--- src/rtl/vga_timing_gen.sv ---
// vga_timing_gen: VGA raster timing generator with pixel-rate divider,
// registered sync/blanking, line/frame strobes and blank-gated colour.
//
// Ports:
//   clk_50MHz   in   1   single system clock
//   clear       in   1   synchronous active-high reset, wins over enable
//   enable      in   1   run (1) / hold (0) for divider, counters, syncs
//   red_in      in   8   pixel colour, red
//   green_in    in   8   pixel colour, green
//   blue_in     in   8   pixel colour, blue
//   pix_en      out  1   one-clk tick after each divider wrap
//   h_sync      out  1   horizontal sync, active level H_POL
//   v_sync      out  1   vertical sync, active level V_POL
//   bright      out  1   high while the presented position is visible
//   h_count     out  CB  current pixel within the line
//   v_count     out  CB  current line within the frame
//   line_start  out  1   one-clk pulse after h_count returns to 0
//   frame_start out  1   one-clk pulse after h_count and v_count return to 0
//   sync_n      out  1   DAC sync-on-green control, tied low
//   blank_n     out  1   DAC blanking control, equals bright
//   red_out     out  8   red, forced to 0 outside the visible region
//   green_out   out  8   green, forced to 0 outside the visible region
//   blue_out    out  8   blue, forced to 0 outside the visible region

module vga_timing_gen #(
    parameter int H_RES        = 640,
    parameter int H_FP         = 16,
    parameter int H_SYNC       = 96,
    parameter int H_BP         = 48,
    parameter int V_RES        = 480,
    parameter int V_FP         = 10,
    parameter int V_SYNC       = 2,
    parameter int V_BP         = 33,
    parameter int COUNTER_BITS = 10,
    parameter int CLK_DIV      = 2,
    parameter int H_POL        = 0,
    parameter int V_POL        = 0
) (
    input  logic                    clk_50MHz,
    input  logic                    clear,
    input  logic                    enable,
    input  logic [7:0]              red_in,
    input  logic [7:0]              green_in,
    input  logic [7:0]              blue_in,
    output logic                    pix_en,
    output logic                    h_sync,
    output logic                    v_sync,
    output logic                    bright,
    output logic [COUNTER_BITS-1:0] h_count,
    output logic [COUNTER_BITS-1:0] v_count,
    output logic                    line_start,
    output logic                    frame_start,
    output logic                    sync_n,
    output logic                    blank_n,
    output logic [7:0]              red_out,
    output logic [7:0]              green_out,
    output logic [7:0]              blue_out
);

    localparam int H_TOTAL = H_RES + H_FP + H_SYNC + H_BP;
    localparam int V_TOTAL = V_RES + V_FP + V_SYNC + V_BP;

    localparam int DIV_W = (CLK_DIV > 2) ? $clog2(CLK_DIV) : 1;
    localparam int CB    = COUNTER_BITS;

    generate
        if ((H_TOTAL - 1) >= (2 ** COUNTER_BITS)) begin : g_bad_h
            $error("H_TOTAL-1 does not fit in COUNTER_BITS");
        end
        if ((V_TOTAL - 1) >= (2 ** COUNTER_BITS)) begin : g_bad_v
            $error("V_TOTAL-1 does not fit in COUNTER_BITS");
        end
        if (CLK_DIV < 2) begin : g_bad_div
            $error("CLK_DIV must be 2 or more");
        end
    endgenerate

    localparam logic [DIV_W-1:0] DIV_LAST = DIV_W'(CLK_DIV - 1);

    localparam logic [CB-1:0] H_LAST = CB'(H_TOTAL - 1);
    localparam logic [CB-1:0] V_LAST = CB'(V_TOTAL - 1);

    // Region bounds carry one spare bit so a bound equal to 2**CB
    // (zero back porch on a full-width counter) still compares correctly.
    localparam logic [CB:0] H_VIS = (CB + 1)'(H_RES);
    localparam logic [CB:0] H_SS  = (CB + 1)'(H_RES + H_FP);
    localparam logic [CB:0] H_SE  = (CB + 1)'(H_RES + H_FP + H_SYNC);
    localparam logic [CB:0] V_VIS = (CB + 1)'(V_RES);
    localparam logic [CB:0] V_SS  = (CB + 1)'(V_RES + V_FP);
    localparam logic [CB:0] V_SE  = (CB + 1)'(V_RES + V_FP + V_SYNC);

    localparam logic H_ACT = (H_POL != 0);
    localparam logic V_ACT = (V_POL != 0);

    logic [DIV_W-1:0] r_div;
    logic [CB-1:0]    r_h;
    logic [CB-1:0]    r_v;
    logic             r_pix_en;
    logic             r_hs;
    logic             r_vs;
    logic             r_bright;
    logic             r_ls;
    logic             r_fs;
    logic [7:0]       r_red;
    logic [7:0]       r_grn;
    logic [7:0]       r_blu;

    logic             w_adv;
    logic             w_h_wrap;
    logic             w_v_wrap;
    logic [DIV_W-1:0] w_div_next;
    logic [CB-1:0]    w_h_next;
    logic [CB-1:0]    w_v_next;
    logic [CB:0]      w_h_ext;
    logic [CB:0]      w_v_ext;
    logic             w_hs_next;
    logic             w_vs_next;
    logic             w_bright_next;

    always_comb begin
        w_adv      = enable && (r_div == DIV_LAST);
        w_div_next = w_adv ? '0 : r_div + DIV_W'(1);

        w_h_wrap = (r_h == H_LAST);
        w_v_wrap = (r_v == V_LAST);

        w_h_next = w_h_wrap ? '0 : r_h + CB'(1);

        // Lines only step when the pixel counter rolls over.
        w_v_next = r_v;
        if (w_h_wrap) begin
            w_v_next = w_v_wrap ? '0 : r_v + CB'(1);
        end
    end

    // Syncs and bright are decoded from the counts about to be loaded,
    // so the registered outputs line up with the presented counts.
    always_comb begin
        w_h_ext = {1'b0, w_h_next};
        w_v_ext = {1'b0, w_v_next};

        w_hs_next = ~H_ACT;
        if (w_h_ext >= H_SS && w_h_ext < H_SE) begin
            w_hs_next = H_ACT;
        end

        w_vs_next = ~V_ACT;
        if (w_v_ext >= V_SS && w_v_ext < V_SE) begin
            w_vs_next = V_ACT;
        end

        w_bright_next = (w_h_ext < H_VIS) && (w_v_ext < V_VIS);
    end

    always_ff @(posedge clk_50MHz) begin
        if (clear) begin
            r_div    <= '0;
            r_h      <= '0;
            r_v      <= '0;
            r_pix_en <= 1'b0;
            r_hs     <= ~H_ACT;
            r_vs     <= ~V_ACT;
            r_bright <= 1'b1;
            r_ls     <= 1'b0;
            r_fs     <= 1'b0;
            r_red    <= 8'h00;
            r_grn    <= 8'h00;
            r_blu    <= 8'h00;
        end else begin
            r_pix_en <= w_adv;
            r_ls     <= 1'b0;
            r_fs     <= 1'b0;

            if (enable) begin
                r_div <= w_div_next;
            end

            if (w_adv) begin
                r_h      <= w_h_next;
                r_v      <= w_v_next;
                r_hs     <= w_hs_next;
                r_vs     <= w_vs_next;
                r_bright <= w_bright_next;
                r_ls     <= w_h_wrap;
                r_fs     <= w_h_wrap && w_v_wrap;
            end

            // Colour tracks the presented bright with one clk of latency,
            // independent of enable.
            r_red <= r_bright ? red_in   : 8'h00;
            r_grn <= r_bright ? green_in : 8'h00;
            r_blu <= r_bright ? blue_in  : 8'h00;
        end
    end

    assign pix_en      = r_pix_en;
    assign h_sync      = r_hs;
    assign v_sync      = r_vs;
    assign bright      = r_bright;
    assign h_count     = r_h;
    assign v_count     = r_v;
    assign line_start  = r_ls;
    assign frame_start = r_fs;
    assign sync_n      = 1'b0;
    assign blank_n     = r_bright;
    assign red_out     = r_red;
    assign green_out   = r_grn;
    assign blue_out    = r_blu;

endmodule

--- config.mk ---
export PLATFORM = sky130hd
export DESIGN_NAME = vga_timing_gen
export DESIGN_NICKNAME = d
export VERILOG_FILES = /design/src/rtl/vga_timing_gen.sv
export SDC_FILE = /design/constraint.sdc
export NUM_CORES = 1
export LEC_CHECK = 0
export BUFFER_PORTS_ARGS = -buffer_cell sky130_fd_sc_hd__buf_2
export CORE_ASPECT_RATIO = 0.5
export CORE_MARGIN = 2
export CORE_UTILIZATION = 47
export CTS_CLUSTER_SIZE = 30
export DETAILED_ROUTE_END_ITERATION = 7
export PLACE_DENSITY_LB_ADDON = 0.25
export SETUP_SLACK_MARGIN = 0.05
export SLEW_MARGIN = 10
export SYNTH_ARGS = -nofsm -noshare
export SYNTH_HDL_FRONTEND = slang
export SYNTH_SLANG_ARGS = --single-unit
--- constraint.sdc ---
create_clock -name clk_50MHz -period 2.55 [get_ports clk_50MHz]
set_input_delay 0.3825 -clock clk_50MHz [delete_from_list [all_inputs] [get_ports clk_50MHz]]
set_output_delay 0.3825 -clock clk_50MHz [all_outputs]
set_load 0.02 [all_outputs]
==> summary.md, run 1 <==
| Metric | Value |
|---|---|
| Max-cap violations | 0 |
| Hold depth | 2 |
| Synth Instances | around 270 |
| # IOs | 79 |
| Crit path from | h_count[0] |
| Reg clk slew, reported paths | 0.09 ns |
| Root buffer cell | clkbuf_8 |
| All-Layer GR Usage | 0.204 |
| DR DRC count | 0 |
| Final setup viols | 0 |
| Post_cts resized | 0 |
| Relative slew slack | 0.246 |
| Cell Chain, Critical Path | ha_1 -> and4_1 -> nand3_4 -> or3_1 -> a211oi_1 -> a31oi_1 |
| Post-Syn Nets | 297 |
| Cell type with the largest total area after synthesis | dfxtp_1 |
| Share of cells above drive strength 1 | 0.292 |
| Multi-input gate area | 0.00121 mm² |
| Worst-path maximum fanout | 13 |
| IO Port Bufs | 77 |
| Clock Skew | between 0.006 and 0.007 ns |
| Skew-Pair Late Insertion Delay | about 0.3 ns |
| Post-CTS Setup Bufs | 0 |
| Crit path DAT | 2.36 ns |
| CTS tree | yes |
| H-Tree Depth | 2 |
| Max clock buf depth | 2 |
| Class of the worst hold path | input port to flip-flop |
| Synth Warn # | 0 |
| Area contributors post-synth | dfxtp_1, and2_1, a21oi_1 |
| Tmin final | about 2.2 ns |
| Post-Route Setup TNS | 0 ns |
| Most used flip-flop cell after synthesis | dfxtp_1 |
| Initial Util | 0.484 |
| DP Wirelength | roughly 4200 µm |
| #FFs+latches synth | 51 |
| Worst slew pin tran | between 1 and 1.5 ns |
| Worst Setup Slack, final | ~0.38 ns |
| Delay-heaviest family, CP | simple AND/OR/NAND/NOR gates |
| First-pass GRT wire length | ~9200 µm |
| Post-synth EDFFs | 0 |
| Largest net degree at the start of global routing | 25 |
| Initial antenna violation count | 0 |
| Die height | between 50 and 60 µm |
| TritonCTS Buffers | 5 |
| Final Hold Fails | 0 |
| Routability Congestion | 0.913 |
| Post-CTS Hold Fix Bufs | 0 |
| Crit Reg-Reg Startpoint | h_count[0] |
| Iter 0 DRT Violations | 230 |
| P_leak | between 1 and 1.5 nW |
| Fillers | ~450 |
| Worst setup EP type | flip-flop |
| Post-Syn Area | roughly 0.0024 mm² |
| Sequential Area | 0.00102 mm² |
| Worst-path cell with the longest stage delay | and4_1 |
| Full die area | roughly 0.0056 mm² |
| Area Growth Syn to Fin | 21.6% |
| Maximum clock frequency | approximately 460 MHz |
| Crit Path Class | flip-flop to flip-flop |
| Register area share after synthesis | 0.434 |
| Dpl ws | approximately 0.42 ns |
| Vias in the first global route | roughly 1900 |
| Req. time, crit path | between 2 and 3 ns |
| Fraction of the cycle the final worst path needs | 0.853 |
| CP startpoint kind | flip-flop |
| DRT Pass-1 Iters | 5 |
| R2R Setup Slk | ~0.38 ns |
| RR Endpoint | v_sync |
| Cell area after placement | around 0.0028 mm² |
| Peak supply drop | between 0.3 and 0.4 mV |
| Num Clock Sinks | 51 |
| Most frequent cells in the layout | buf_2, dfxtp_1, and2_1 |
| Hold endpoint | green_out[7] |
| Final total power | roughly 1.5 mW |
| Yosys top cell area share | 0.434 |
| Most common cell after layout, fill and taps aside | buf_2 |
| Synth unique cells | 56 |
| Wirelength per Cell | between 10 and 15 µm |
| Via Count | approximately 2200 |
| CP peak stage delay | roughly 0.38 ns |
| RSZ-0062 raised after global routing | false |
| Hold_ws | 0.278 ns |
| Status | finished, final reports clean |
| Die outline width | ~100 µm |
| Worst path bufs/invs | 0 |
| WP depth | 6 |
| Grt ovf | 0 |
| Antenna diodes | 0 |
| Reg2reg path depth | 6 |
| Post-Layout Inst Area | 0.00286 mm² |
| Share of synthesized registers carrying an async set or reset | 0 |
| Synth Area per Inst | between 8 and 9 µm² |
| Nets | about 370 |
| Pins Over Slew Limit | 0 |
| Core Footprint | approximately 0.0049 mm² |
| Floorplan row count | 18 |
| Hold Path Origin | green_in[7] |
| Power per Cell Area | between 500 and 600 mW/mm² |
| Post-DRT Antenna Nets | 0 |
| WL final | between 5000 and 6000 µm |
| Vias/cell | roughly 5.4 |
==> worst register-to-register path, stage by stage, from the launching register on <==
cell,delay (ns)
dfxtp_1,0.34
ha_1,0.29
and4_1,0.38
nand3_4,0.20
or3_1,0.38
a211oi_1,0.34
a31oi_1,0.13
==> flip-flops by register name, summed over array words and instances (netlist names) <==
register     cells
v_count         10
v_sync           1
green_out        8
h_sync           1
red_out          8
pix_en           1
blank_n          1
blue_out         8
frame_start      1
h_count         10
line_start       1
r_div            1
==> metal layers <==
layer | wire, µm | global-route usage
met5 | 0 | 0
met3 | 464 | 0.0557
met2 | 2530 | 0.338
met1 | 2590 | 0.265
met4 | 98 | 0.0698
==> cell families after synthesis <==
group,Yosys count,synth area share
and+or+nand+nor,123,0.313
AOI/OAI and AO/OA,56,0.151
DFF,51,0.434
buffers and inverters,24,0.0527
xor gates and xnor gates,6,0.0223
adders and majority gates,4,0.0213
other,1,0.00159
muxes,1,0.00426
==> through the flow <==
step	utilization	cells
final	0.588	406
after global routing	0.588	406
after CTS	0.588	406
after detailed placement	0.566	399
after global placement	0.566	399
after floorplan	-	266
==> report_power, final <==
| part | internal (mW) | total [mW] | switching (mW) |
|---|---|---|---|
| clock | 0.287 | 0.549 | 0.262 |
| sequential | 0.826 | 0.837 | 0.0109 |
| combinational | 0.0610 | 0.156 | 0.0950 |
| total | 1.17 | 1.54 | 0.368 |
==> synth_stat cells, types with 4 or more instances <==
master / number
nor3_1: 12
clkbuf_1: 8
nor2_1: 14
and3_1: 5
a21oi_1: 17
o21ai_0: 12
nand3_1: 8
xor2_1: 4
dfxtp_1: 51
inv_1: 6
a31oi_1: 6
nand4_1: 8
and2_1: 26
nand2_1: 16
ha_1: 4
buf_4: 6
nor4_1: 4
==> how the worst max path moves through the flow <==
stage          endpoint  slack, ns
6_report         v_sync       0.38
5_1_grt          v_sync       0.19
4_1_cts          v_sync       0.39
3_3_place_gp     v_sync       0.55
3_5_place_dp     v_sync       0.42
2_1_floorplan    v_sync       0.45
==> area by class of cell <==
type                            count  area share
Clock buffer                        5      0.0241
Clock inverter                      2      0.0131
Inverter                            6     0.00787
Multi-Input combinational cell    191       0.422
Sequential cell                    51       0.357
Tap cell                           70      0.0306
Timing Repair Buffer               81       0.145
Note: power is estimated with default switching activity, not from simulation.
==> inputs of run 2 (changes only) <==
--- a/config.mk
+++ b/config.mk
@@ -6,9 +6,11 @@
 export NUM_CORES = 1
 export LEC_CHECK = 0
 export BUFFER_PORTS_ARGS = -buffer_cell sky130_fd_sc_hd__buf_2
+export CELL_PAD_IN_SITES_DETAIL_PLACEMENT = 1
+export CELL_PAD_IN_SITES_GLOBAL_PLACEMENT = 2
 export CORE_ASPECT_RATIO = 0.5
 export CORE_MARGIN = 2
-export CORE_UTILIZATION = 47
+export CORE_UTILIZATION = 29
 export CTS_CLUSTER_SIZE = 30
 export DETAILED_ROUTE_END_ITERATION = 7
 export PLACE_DENSITY_LB_ADDON = 0.25
==> summary.md, run 2 (synthesis gave the netlist of run 1 again) <==
| Metric | Value |
|---|---|
| P_leak | between 1 and 1.5 nW |
| Worst slew pin tran | 0.699 ns |
| Routability Congestion | approximately 0.8 |
| Crit path DAT | 2.40 ns |
| Class of the worst hold path | input port to flip-flop |
| Post-CTS Hold Fix Bufs | 0 |
| CP startpoint kind | flip-flop |
| Fillers | approximately 980 |
| Post-Route Setup TNS | 0 ns |
| Vias in the first global route | between 2000 and 2500 |
| Die height | roughly 68 µm |
| Reg2reg path depth | 6 |
| Max-cap violations | 0 |
| Power per Cell Area | between 500 and 600 mW/mm² |
| R2R Setup Slk | 0.32 ns |
| Post-Layout Cell Count | 454 |
| Tmin final | approximately 2.2 ns |
| Relative slew slack | 0.532 |
| Worst setup EP type | flip-flop |
| Peak supply drop | 0.288 mV |
| Iter 0 DRT Violations | around 150 |
| All-Layer GR Usage | 0.156 |
| Hold depth | 2 |
| Via Count | 2217 |
| Most frequent cells in the layout | buf_2, dfxtp_1, and2_1 |
| Vias/cell | approximately 4.9 |
| Floorplan row count | 23 |
| Sequential Area | 0.00102 mm² |
| Root buffer cell | clkbuf_16 |
| Crit path to | v_sync |
| Status | finished, final reports clean |
| Post-CTS Setup Bufs | 0 |
| Cell area after placement | 0.00284 mm² |
| Reg clk slew, reported paths | around 0.070 ns |
| Skew-Pair Late Insertion Delay | 0.29 ns |
| Num Clock Sinks | slightly above 50 |
| Area Growth Syn to Fin | 27.5% |
| Initial Util | 0.296 |
| Post_cts resized | 0 |
| Post-Layout Inst Area | 0.00300 mm² |
| Worst-path maximum fanout | 13 |
| Grt ovf | 0 |
| TritonCTS Buffers | 5 |
| Crit Reg-Reg Startpoint | h_count[0] |
| DR DRC count | 0 |
| Share of cells above drive strength 1 | 0.307 |
| Crit path from | h_count[0] |
| Req. time, crit path | ~2.7 ns |
| Final Hold Fails | 0 |
| Wirelength per Cell | 15.3 µm |
| Die outline width | approximately 130 µm |
| Maximum clock frequency | ~450 MHz |
| Crit Path Class | flip-flop to flip-flop |
| Initial antenna violation count | 0 |
| First-pass GRT wire length | around 11000 µm |
| Nets | approximately 370 |
| Pins Over Slew Limit | 0 |
| Max clock buf depth | 2 |
| Clock Skew | roughly 0.0033 ns |
| # IOs | 79 |
| Antenna diodes | 0 |
| # placed instances | between 400 and 500 |
| DP Wirelength | between 5000 and 6000 µm |
| H-Tree Depth | 2 |
| RR Endpoint | v_sync |
| Core Footprint | ~0.0079 mm² |
| Post-DRT Antenna Nets | 0 |
| IO Port Bufs | 77 |
| Final Util | 0.378 |
| CTS tree | yes |
| Multi-input gate area | between 0.001 and 0.0015 mm² |
| Fraction of the cycle the final worst path needs | 0.874 |
| RSZ-0062 raised after global routing | false |
| WL final | roughly 6900 µm |
| DRT Pass-1 Iters | 4 |
| Most common cell after layout, fill and taps aside | buf_2 |
| Largest net degree at the start of global routing | 25 |
| Final setup viols | 0 |
| Full die area | around 0.0089 mm² |
run 2: layout make-up:
class                           instances  share of cell area
Multi-Input combinational cell        191               0.403
Clock buffer                            5              0.0417
Timing Repair Buffer                   86               0.151
Sequential cell                        51               0.340
Tap cell                              112              0.0467
Clock inverter                          3             0.00918
Inverter                                6             0.00751
run 2: metrics by stage:
stage | power, mW | worst slack [ns] | hold slack (ns)
final | 1.71 | 0.322 | 0.281
after global routing | 1.79 | 0.175 | 0.276
after CTS | 1.74 | 0.351 | 0.275
after detailed placement | 1.02 | 0.406 | 0.537
after global placement | 1.01 | 0.459 | 0.512
after floorplan | 0.950 | 0.448 | 0.504
run 2: report_power, final:
group | total (mW) | leakage [nW] | switching [mW] | internal (mW)
Combinational | 0.162 | 0.805 | 0.0989 | 0.0631
Clock | 0.711 | 0.0723 | 0.336 | 0.375
Sequential | 0.838 | 0.418 | 0.0114 | 0.826
run 2: routing by layer:
metal  vias to the layer above  wire length, µm  global-route usage
li1                       1096                -                   -
met1                      1054             3270               0.199
met2                        60             3220               0.264
met3                         7              382              0.0503
met4                         0               55              0.0340
met5                         -                0                   0
run 2: worst max-delay path: stages, from the launching register on:
cell      delay [ns]
dfxtp_1         0.34
ha_1            0.26
and4_1          0.40
nand3_4         0.21
or3_1           0.39
a211oi_1        0.35
a31oi_1         0.14
run 2: how the worst min path moves through the flow:
stage	to	startpoint	slack, ns
after floorplan	blue_out[0]	blue_in[0]	0.50
after global placement	h_sync	h_sync	0.51
after detailed placement	v_count[3]	v_count[3]	0.54
after CTS	blue_out[6]	blue_in[6]	0.28
after global routing	blue_out[2]	blue_in[2]	0.28
final	red_out[4]	red_in[4]	0.28
